==> src/rtl/vector_imm_broadcast_if.sv <==
// Request/response bundle for vector_imm_broadcast: decode-side request channel
// plus the beat-stream output toward the register file / ALU operand muxes.
interface vector_imm_broadcast_if #(
  parameter int unsigned LANES  = 8,
  parameter int unsigned N      = 32,
  parameter int unsigned IMM_W  = 10,
  parameter int unsigned BEAT_W = 4
) ();
  logic                 in_valid;
  logic                 in_ready;
  logic [IMM_W-1:0]     imm;
  logic [1:0]           mode;
  logic [7:0]           stride;
  logic [BEAT_W-1:0]    beats;
  logic                 out_valid;
  logic                 out_ready;
  logic [LANES*N-1:0]   out_data;
  logic [BEAT_W-1:0]    out_beat;
  logic                 out_last;

  modport master (
    output in_valid, imm, mode, stride, beats, out_ready,
    input  in_ready, out_valid, out_data, out_beat, out_last
  );

  modport slave (
    input  in_valid, imm, mode, stride, beats, out_ready,
    output in_ready, out_valid, out_data, out_beat, out_last
  );
endinterface

==> src/rtl/vector_imm_broadcast.sv <==
// Broadcasts an instruction immediate into LANES x N-bit vectors (zext8/zext/sext/ramp),
// emitting 1..2**BEAT_W registered beats per request over a valid/ready stream.
module vector_imm_broadcast #(
  parameter int unsigned LANES  = 8,
  parameter int unsigned N      = 32,
  parameter int unsigned IMM_W  = 10,
  parameter int unsigned BEAT_W = 4
) (
  input logic                   clk,
  input logic                   rst,
  vector_imm_broadcast_if.slave bus
);

  localparam logic [0:0] IDLE = 1'b0;
  localparam logic [0:0] RUN  = 1'b1;

  localparam logic [1:0] M_ZEXT8 = 2'b00;
  localparam logic [1:0] M_ZEXT  = 2'b01;
  localparam logic [1:0] M_SEXT  = 2'b10;
  localparam logic [1:0] M_RAMP  = 2'b11;

  logic [0:0]        state;
  logic              ramp_l;
  logic [N-1:0]      stride_l;
  logic [N-1:0]      base;
  logic [BEAT_W-1:0] beats_l;

  logic [N-1:0]      imm_sext;
  logic [N-1:0]      stride_sext;
  logic [N-1:0]      imm_val;
  logic [N-1:0]      base_nxt;
  logic [BEAT_W-1:0] beat_nxt;

  function automatic logic [LANES*N-1:0] ramp_vec(input logic [N-1:0] b,
                                                  input logic [N-1:0] s);
    logic [LANES*N-1:0] v;
    v = '0;
    for (int unsigned i = 0; i < LANES; i++) begin
      v[i*N +: N] = b + N'(i) * s;
    end
    return v;
  endfunction

  always_comb begin
    imm_sext    = N'($signed(bus.imm));
    stride_sext = N'($signed(bus.stride));
    case (bus.mode)
      M_ZEXT8: imm_val = N'(bus.imm) & N'(8'hFF);
      M_ZEXT:  imm_val = N'(bus.imm);
      M_SEXT:  imm_val = imm_sext;
      default: imm_val = imm_sext;
    endcase
  end

  // Ramp advances incrementally: the next beat's lane 0 is base + LANES*stride.
  always_comb begin
    base_nxt = base + stride_l * N'(LANES);
    beat_nxt = bus.out_beat + BEAT_W'(1);
  end

  assign bus.in_ready = (state == IDLE) & ~rst;

  always_ff @(posedge clk or posedge rst) begin
    if (rst) begin
      state         <= IDLE;
      ramp_l        <= 1'b0;
      stride_l      <= '0;
      base          <= '0;
      beats_l       <= '0;
      bus.out_valid <= 1'b0;
      bus.out_last  <= 1'b0;
      bus.out_beat  <= '0;
      bus.out_data  <= '0;
    end else begin
      case (state)
        IDLE: begin
          if (bus.in_valid) begin
            state         <= RUN;
            ramp_l        <= (bus.mode == M_RAMP);
            stride_l      <= stride_sext;
            base          <= imm_sext;
            beats_l       <= bus.beats;
            bus.out_valid <= 1'b1;
            bus.out_beat  <= '0;
            bus.out_last  <= (bus.beats == '0);
            bus.out_data  <= (bus.mode == M_RAMP) ? ramp_vec(imm_sext, stride_sext)
                                                  : {LANES{imm_val}};
          end
        end
        RUN: begin
          if (bus.out_ready) begin
            if (bus.out_last) begin
              state         <= IDLE;
              bus.out_valid <= 1'b0;
              bus.out_last  <= 1'b0;
            end else begin
              base         <= base_nxt;
              bus.out_beat <= beat_nxt;
              bus.out_last <= (beat_nxt == beats_l);
              if (ramp_l) begin
                bus.out_data <= ramp_vec(base_nxt, stride_l);
              end
            end
          end
        end
        default: state <= IDLE;
      endcase
    end
  end

endmodule

==> src/flat_wrapper.sv <==
// flat-port wrapper written by rule: the top's interface ports become plain ports
module vector_imm_broadcast_flat 
#(
  parameter int unsigned LANES  = 8,
  parameter int unsigned N      = 32,
  parameter int unsigned IMM_W  = 10,
  parameter int unsigned BEAT_W = 4
)
  (clk, rst, bus_in_valid, bus_imm, bus_mode, bus_stride, bus_beats, bus_out_ready, bus_in_ready, bus_out_valid, bus_out_data, bus_out_beat, bus_out_last);
  vector_imm_broadcast_if #(.LANES(LANES), .N(N), .IMM_W(IMM_W), .BEAT_W(BEAT_W)) bus_i ();
  input logic clk;
  input logic rst;
  input wire logic [$bits(bus_i.in_valid)-1:0] bus_in_valid;
  input wire logic [$bits(bus_i.imm)-1:0] bus_imm;
  input wire logic [$bits(bus_i.mode)-1:0] bus_mode;
  input wire logic [$bits(bus_i.stride)-1:0] bus_stride;
  input wire logic [$bits(bus_i.beats)-1:0] bus_beats;
  input wire logic [$bits(bus_i.out_ready)-1:0] bus_out_ready;
  output wire logic [$bits(bus_i.in_ready)-1:0] bus_in_ready;
  output wire logic [$bits(bus_i.out_valid)-1:0] bus_out_valid;
  output wire logic [$bits(bus_i.out_data)-1:0] bus_out_data;
  output wire logic [$bits(bus_i.out_beat)-1:0] bus_out_beat;
  output wire logic [$bits(bus_i.out_last)-1:0] bus_out_last;
  assign bus_i.in_valid = bus_in_valid;
  assign bus_i.imm = bus_imm;
  assign bus_i.mode = bus_mode;
  assign bus_i.stride = bus_stride;
  assign bus_i.beats = bus_beats;
  assign bus_i.out_ready = bus_out_ready;
  assign bus_in_ready = bus_i.in_ready;
  assign bus_out_valid = bus_i.out_valid;
  assign bus_out_data = bus_i.out_data;
  assign bus_out_beat = bus_i.out_beat;
  assign bus_out_last = bus_i.out_last;
  vector_imm_broadcast #(.LANES(LANES), .N(N), .IMM_W(IMM_W), .BEAT_W(BEAT_W)) u_core (.clk(clk), .rst(rst), .bus(bus_i));
endmodule
==> config.mk <==
export PLATFORM = sky130hd
export DESIGN_NAME = vector_imm_broadcast_flat
export DESIGN_NICKNAME = d
export VERILOG_FILES = /design/src/rtl/vector_imm_broadcast_if.sv /design/src/rtl/vector_imm_broadcast.sv /design/src/flat_wrapper.sv
export SDC_FILE = /design/constraint.sdc
export NUM_CORES = 1
export LEC_CHECK = 0
export CAP_MARGIN = 40
export CELL_PAD_IN_SITES_DETAIL_PLACEMENT = 0
export CELL_PAD_IN_SITES_GLOBAL_PLACEMENT = 2
export CORE_AREA = 2 2 202 402
export DETAILED_ROUTE_END_ITERATION = 8
export DIE_AREA = 0 0 204 404
export HOLD_SLACK_MARGIN = 0.08
export PLACE_DENSITY_LB_ADDON = 0.15
export SYNTH_ARGS = -nofsm -noshare
export SYNTH_HDL_FRONTEND = slang
export SYNTH_SLANG_ARGS = --single-unit
export TNS_END_PERCENT = 50
==> constraint.sdc <==
create_clock -name clk -period 13.35 [get_ports clk]
set_input_delay 4.005 -clock clk [delete_from_list [all_inputs] [get_ports clk]]
set_output_delay 4.005 -clock clk [all_outputs]
set_load 0.02 [all_outputs]
# Word-level counts from Yosys, hierarchy flattened
# Cells that the tools add are included.
[classes]
n_mul = 8
n_eq_ne = 8
n_mux = 27
n_reduce_logical = 7
addsub = 16
bitwise = 3
[ops]
columns = ["cell", "n"]
rows = [
  ["$mux 256", 5],
  ["$pmux 256 s2", 1],
  ["$add 32x32->32", 9],
  ["$pmux 32 s2", 2],
  ["$mux 32", 3],
  ["$mul 2x32->31 const A", 2],
  ["$mul 4x8->12 const A", 4],
  ["$add 10x12->13", 2],
  ["$mul 3x8->11 const A", 2],
  ["$add 10x11->12", 1],
  ["$mux 4", 3],
  ["$add 10x10->11", 1],
  ["$add 10x8->11", 1],
  ["$add 10x9->11", 1],
  ["$mux 1", 9],
  ["$ne 2x2->1 const B", 4],
  ["$pmux 4 s2", 1],
  ["$pmux 1 s2", 3],
  ["$reduce_and 3->1", 2],
  ["$add 4x1->4 const B", 1],
  ["$eq 4x4->1", 1],
  ["$logic_not 4->1", 1],
  ["$reduce_and 2->1", 2],
  ["$reduce_and 4->1", 1],
  ["other kinds (6)", 7],
]
[totals]
out_inout_bits = 263
input_bits = 28
reg_bits = 308

# Longest topological paths before layout
# Gate-level depths: netlist (run 1).
[logic_depth]
word_depth = 6
depth_mapped = 24
depth_no_buf = 24

# Least setup slack after synthesis (run 1)
# OpenSTA, ideal clock, no wires.
[synth_path]
path_kind = "input to output"
start = "input port rst"
end = "output port bus_in_ready"
cell_stages = 1
required_time_ns = 9.345
arrival_ns = 4.285
slack_ns = 5.060
path_cell_list = "nor2_1"
[synth_via]
elab_chain_len = 2
[synth_lines]
columns = ["element", "line", "rtl"]
rows = [
  ["from (decl)", "flat_wrapper.sv:12", "input logic rst;"],
  ["$not 1->1", "vector_imm_broadcast.sv:61", "assign bus.in_ready = (state == IDLE) & ~rst;"],
  ["$and 1x1->1", "vector_imm_broadcast.sv:61", ""],
  ["to (decl)", "flat_wrapper.sv:19", "output wire logic [$bits(bus_i.in_ready)-1:0] bus_in_ready;"],
]
# No other way between the ends.

# Worst setup path after layout (run 1)
# Same ends and word-level chain as after synthesis.

==> metrics.txt, run 1 <==
status=complete, no violations; MaxCap Viol Count=0; Die H=404 um; Hold-fix buffers, CTS=0; Worst Path Arrival=5.27 ns; syn_nets=3747; hpwl dp=105000 um; number of synthesized flops with an enable pin=0; post-synthesis average cell area=8.19 um2; # resized after CTS=0; Root Buffer Master=clkbuf_16; total grt overflow=0; starting DRC count in detailed routing=1552; Netlist cell types=70; Port Buffer Count=290; H-tree Lvls=1; initial core utilization=34.8%; worst path cell trace=clkdlybuf4s50_1 -> nor2_1 -> clkdlybuf4s50_1; Crit path required time=9.34 ns; Initial DRT Pass Iterations=5; Final Skew=0.0178 ns; Rows=146; CP Max Fanout=2; cts bufs inserted=31; clk buf depth=3; post-synthesis sequential area ratio=27.1%; Slew Limit Fails=0; top cells by count, synth=a21oi_1 (448), nor2_1 (385), dfrtp_1 (298); relative slew slack=31.4%; WL final=128000 um; Synth Flop Type=dfrtp_1; share of the synthesized area in the top cell type=27.1%; DR WL/cell=27.4 um; CTS tree=done; crit start category=input pin; DRC Markers=0; clock period minus worst slack=9.28 ns; fmax=108 MHz; Clock transition at path regs=0.06 ns; cell mode on critical path=clkdlybuf4s50_1; count leader, synth=a21oi_1; setup violators final=0; Hold Crit Class=flop to flop; die area=82400 um2; Syn-to-layout area delta=19.9%; core area=79300 um2; via/cell ratio=5.64; Period Utilization, post-route=69.5%; first-pass GRT wire length=185000 um; ys async rst share=100%; Slowest Stage Delay on Critical Path=0.62 ns; Clock Latency Late Sink=0.64 ns; I/O pins=291; largest cells by area after synthesis=dfrtp_1 (27%), ha_1 (13%), a21oi_1 (8.1%); initial antenna violation count=1; post-route ant nets=0; Worst-Margin Slew=1.03 ns; Final Hold Viols=0; synth warn=0; share of layout cells above drive strength 1=6.09%; Mapped Cells=3366; die width=204 um; Placer Congestion=0.966; setup TNS=0 ns; Crit. End Element=output pin; Seq cells post-synth=298; RSZ-0062 raised after global routing=false; Final nets=4003; CP max-delay cell=clkdlybuf4s50_1; DR vias=26400; All-Layer GR Usage=30.8%; post-synth top area cell=dfrtp_1; clk sinks=298; Post-CTS Setup Repair Bufs=0; Crit path max-delay family=buffers and inverters; Post-Syn Area=27600 um2; largest net degree at the start of global routing=161; number of global-route vias before repair=27100; kind of critical path=input pin to output pin; worst path bufs/invs=2
cells in the final DEF, fill, tap and decap left out, types with 85 or more instances in the layout:
cell type / synthesis / final
xnor2_1: 194 / 192
ha_1: 286 / 286
a21o_1: 127 / 127
nor2_1: 385 / 384
xor2_1: 102 / 102
a21oi_1: 448 / 447
clkdlybuf4s50_1: 0 / 290
buf_4: 10 / 85
nand2_1: 267 / 266
inv_1: 188 / 186
o21ai_0: 219 / 219
dfrtp_1: 298 / 296
routing by layer:
layer / track usage, % / share of wire (%) / wire, um
met2: 58.3 / 53 / 67800
met3: 3.08 / 4.1 / 5250
met1: 31.4 / 35 / 44800
met5: 0 / 0 / 0
met4: 21.3 / 8.1 / 10400
area by class of cell:
| cell class | count | area [um2] |
|---|---|---|
| antenna | 1 | 2.50 |
| tap | 1036 | 1300 |
| fill | 8221 | 46200 |
| multi-input combinational | 2715 | 18800 |
| timing repair buffer | 388 | 3690 |
| clock inverter | 16 | 188 |
| inverter | 188 | 713 |
| clock buffer | 41 | 883 |
| sequential | 298 | 7460 |
kinds of logic (layout without fill, tap and decap cells):
family | count (synthesis) | after routing | synth area share [%]
other | 0 | 1 | 0
muxes | 18 | 18 | 0.667
xor gates and xnor gates | 297 | 297 | 9.49
AOI/OAI and AO/OA | 1142 | 1142 | 25.7
and+or+nand+nor | 905 | 905 | 14.3
adders and majority gates | 353 | 353 | 17.8
buffers and inverters | 353 | 633 | 4.94
DFF | 298 | 298 | 27.1
state kept, by name, summed over array words and instances (netlist names), 4 cells and up:
name	flops
u_core.bus.out_beat	4
u_core.stride_l	8
u_core.base	32
u_core.beats_l	4
u_core.bus.out_data	246
metrics by stage:
stage | cells | cell area [um2] | hold slack [ns] | worst slack (ns) | utilization [%]
after detailed placement | 4625 | 32000 | 0.469 | 4.08 | 40.3
after global routing | 4682 | 33100 | 0.503 | 4.02 | 41.7
final | 4683 | 33100 | 0.478 | 4.07 | 41.7
after floorplan | 3366 | 27600 | 0.455 | 1.11 | -
after CTS | 4682 | 33100 | 0.484 | 4.07 | 41.7
after global placement | 4605 | 31800 | 0.462 | 4.05 | 40.1
path summary, 6_finish.rpt:
| path | startpoint | to | slack (ns) | cells past startpoint |
|---|---|---|---|---|
| max | rst | bus_in_ready | 4.07 | 3 |
| min | u_core.bus.out_data[202]$_DFFE_PP0P_ | u_core.bus.out_data[202]$_DFFE_PP0P_ | 0.48 | 1 |
| max reg2reg | u_core.stride_l[1]$_DFFE_PP0P_ | u_core.bus.out_data[95]$_DFFE_PP0P_ | 6.61 | 21 |
| min reg2reg | u_core.bus.out_data[202]$_DFFE_PP0P_ | u_core.bus.out_data[202]$_DFFE_PP0P_ | 0.48 | 1 |
| max in group asynchronous | rst | u_core.bus.out_data[58]$_DFFE_PP0P_ | 7.51 | 4 |
| min in group asynchronous | rst | u_core.state$_DFF_PP0_ | 3.85 | 2 |
Power of run 1 is left out: the tool's default activity adds up to more than one toggle a clock period on the data nets, which glitch-free logic cannot reach.
==> inputs of run 2 (changes only) <==
--- a/config.mk
+++ b/config.mk
@@ -8,9 +8,9 @@
 export CAP_MARGIN = 40
 export CELL_PAD_IN_SITES_DETAIL_PLACEMENT = 0
 export CELL_PAD_IN_SITES_GLOBAL_PLACEMENT = 2
-export CORE_AREA = 2 2 202 402
+export CORE_AREA = 2 2 211 421
 export DETAILED_ROUTE_END_ITERATION = 8
-export DIE_AREA = 0 0 204 404
+export DIE_AREA = 0 0 213 423
 export HOLD_SLACK_MARGIN = 0.08
 export PLACE_DENSITY_LB_ADDON = 0.15
 export SYNTH_ARGS = -nofsm -noshare
==> constraint.sdc (replaced) <==
create_clock -name clk -period 8.48 [get_ports clk]
set_input_delay 2.544 -clock clk [delete_from_list [all_inputs] [get_ports clk]]
set_output_delay 2.544 -clock clk [all_outputs]
set_load 0.02 [all_outputs]
==> run 2 against run 1 <==
Compared with the run above:
- clock skew is 0.016 ns higher
- final cell count grew 2.8%
- critical path type is now input pin to flop
- flip-flop and latch count did not move
- worst setup slack worse by 2.6 ns
- die area up 9.3%
- non-clock buffer count up 4
- wire length grew 4.5%
- global-route usage is 1.3 points lower
- first-iteration DRC count up 9.1%
- register-to-register slack got worse by 5.0 ns
==> metrics.txt, run 2 (synthesis gave the netlist of run 1 again) <==
status=complete, no violations; relative slew slack=35.8% (+4.4 points); Initial DRT Pass Iterations=6 (+1); starting DRC count in detailed routing=1693 (+9.1%); DR WL/cell=27.9 um (+1.7%); Syn-to-layout area delta=20.8%; Final Hold Viols=0 (unchanged); clock period minus worst slack=7.02 ns; Placer Congestion=0.980 (+1.4%); Hold-fix buffers, CTS=0 (unchanged); CTS tree=done; Diodes inserted=0 (-1); total grt overflow=0 (unchanged); clk buf depth=3 (unchanged); # resized after CTS=0 (unchanged); Slew Limit Fails=0 (unchanged); Clock transition at path regs=0.06 ns (about the same); slack of the worst reg-to-reg path=1.57 ns (-5.04 ns); DR vias=26500 (+0.19%); CP max-delay cell=clkdlybuf4s50_1; Period Utilization, post-route=82.8%; crit start category=input pin; Rows=153 (+4.8%); DRC Markers=0 (unchanged); max reg flops=246 (unchanged); worst path cell trace=clkdlybuf4s50_1 -> ha_1 -> inv_1 -> fa_1 -> inv_1 -> fa_1 -> ha_1 -> a21o_1 -> a31o_2 -> a211oi_1 -> a21oi_1 -> xnor2_1 -> a21oi_2 -> buf_12 -> o2bb2ai_1 -> a21oi_1; die area=90100 um2 (+9.3%); Post-CTS Setup Repair Bufs=0 (unchanged); Crit path required time=8.94 ns (-0.40 ns); hpwl dp=108000 um (+3.6%); via/cell ratio=5.50 (-2.5%); initial core utilization=31.8% (-3.0 points); Crit. End Element=flop; Top Registers=u_core.bus.out_data x246, u_core.base x32, u_core.stride_l x8; Worst Path Arrival=7.48 ns (+2.21 ns); Worst-Margin Slew=0.963 ns (-0.0653 ns); RSZ-0062 raised after global routing=false; setup violators final=0 (unchanged); H-tree Lvls=2 (+1); Hold Crit Class=flop to flop; share of layout cells above drive strength 1=6.14% (+0.048 points); Post-Layout Cell Count=4812 (+2.8%); Final Skew=0.0338 ns (+0.0160 ns); Die H=423 um (+4.7%); Final nets=4010 (+0.17%); cts bufs inserted=34 (+9.7%); WL final=134000 um (+4.5%); most common cell after layout, fill and taps aside=a21oi_1; Root Buffer Master=clkbuf_16; MaxCap Viol Count=0 (unchanged); number of global-route vias before repair=27100 (+0.052%); post-route ant nets=0 (unchanged); All-Layer GR Usage=29.6% (-1.3 points); Port Buffer Count=290 (unchanged); CP Max Fanout=20 (+18); first-pass GRT wire length=191000 um (+3.2%); fmax=142 MHz; die width=213 um (+4.4%); core area=86700 um2 (+9.4%); kind of critical path=input pin to flop; Largest Register=u_core.bus.out_data; initial antenna violation count=2 (+1); clk sinks=298 (unchanged); setup TNS=0 ns (unchanged); Clock Latency Late Sink=0.59 ns (-0.05 ns); Final WS setup=1.46 ns (-2.61 ns); Setup WS pre-CTS=0.871 ns (-3.21 ns); Slowest Stage Delay on Critical Path=0.82 ns (+0.20 ns); largest net degree at the start of global routing=131 (-19%); I/O pins=291 (unchanged); Hold Worst Slack=0.480 ns (+0.00246 ns); Placed Cells incl. Taps=4755 (+2.8%); most frequent cells in the layout=a21oi_1 (447), nor2_1 (384), dfrtp_1 (296), clkdlybuf4s50_1 (290), ha_1 (286)
run 2: worst paths after layout:
path	from	to	cells past startpoint
worst max-delay path	bus_stride[3]	u_core.bus.out_data[255]$_DFFE_PP0P_	16
worst min-delay path	u_core.bus.out_data[213]$_DFFE_PP0P_	u_core.bus.out_data[213]$_DFFE_PP0P_	1
worst max register to register	u_core.stride_l[1]$_DFFE_PP0P_	u_core.bus.out_data[223]$_DFFE_PP0P_	20
worst min register to register	u_core.bus.out_data[213]$_DFFE_PP0P_	u_core.bus.out_data[213]$_DFFE_PP0P_	1
max in group asynchronous	rst	u_core.state$_DFF_PP0_	3
min in group asynchronous	rst	u_core.bus.out_data[130]$_DFFE_PP0P_	2
run 2: through the flow:
| step | utilization [%] | instance area [um2] |
|---|---|---|
| 2_1_floorplan | - | 27600 |
| 4_1_cts | 38.4 | 33300 |
| 5_1_grt | 38.4 | 33300 |
| 3_5_place_dp | 37.1 | 32200 |
| 6_report | 38.4 | 33300 |
| 3_3_place_gp | 37.0 | 32100 |
run 2: metal layers:
metal	track usage (%)	share of wire, %	up-vias
met5	0	0.022	-
met4	24.0	9.7	4
met3	2.89	3.6	314
met2	54.0	52	841
met1	30.0	35	12900
li1	-	-	12400
run 2: layout make-up:
type                       instances  area [um2]
clock buffer                      47        1000
clock inverter                    10         111
fill                            8989       53400
inverter                         188         709
multi-input combinational       2715       18800
sequential                       298        7460
tap                             1162        1450
timing repair buffer             392        3740
run 2: critical path: cells and delay by family:
family | cells | cell delay [ns]
adder cells (fa/ha/maj) | 4 | 1.92
AO/OA/AOI/OAI | 7 | 1.60
buffers and inverters | 4 | 1.21
XOR/XNOR | 1 | 0.16
Power of run 2 is left out for the same reason.
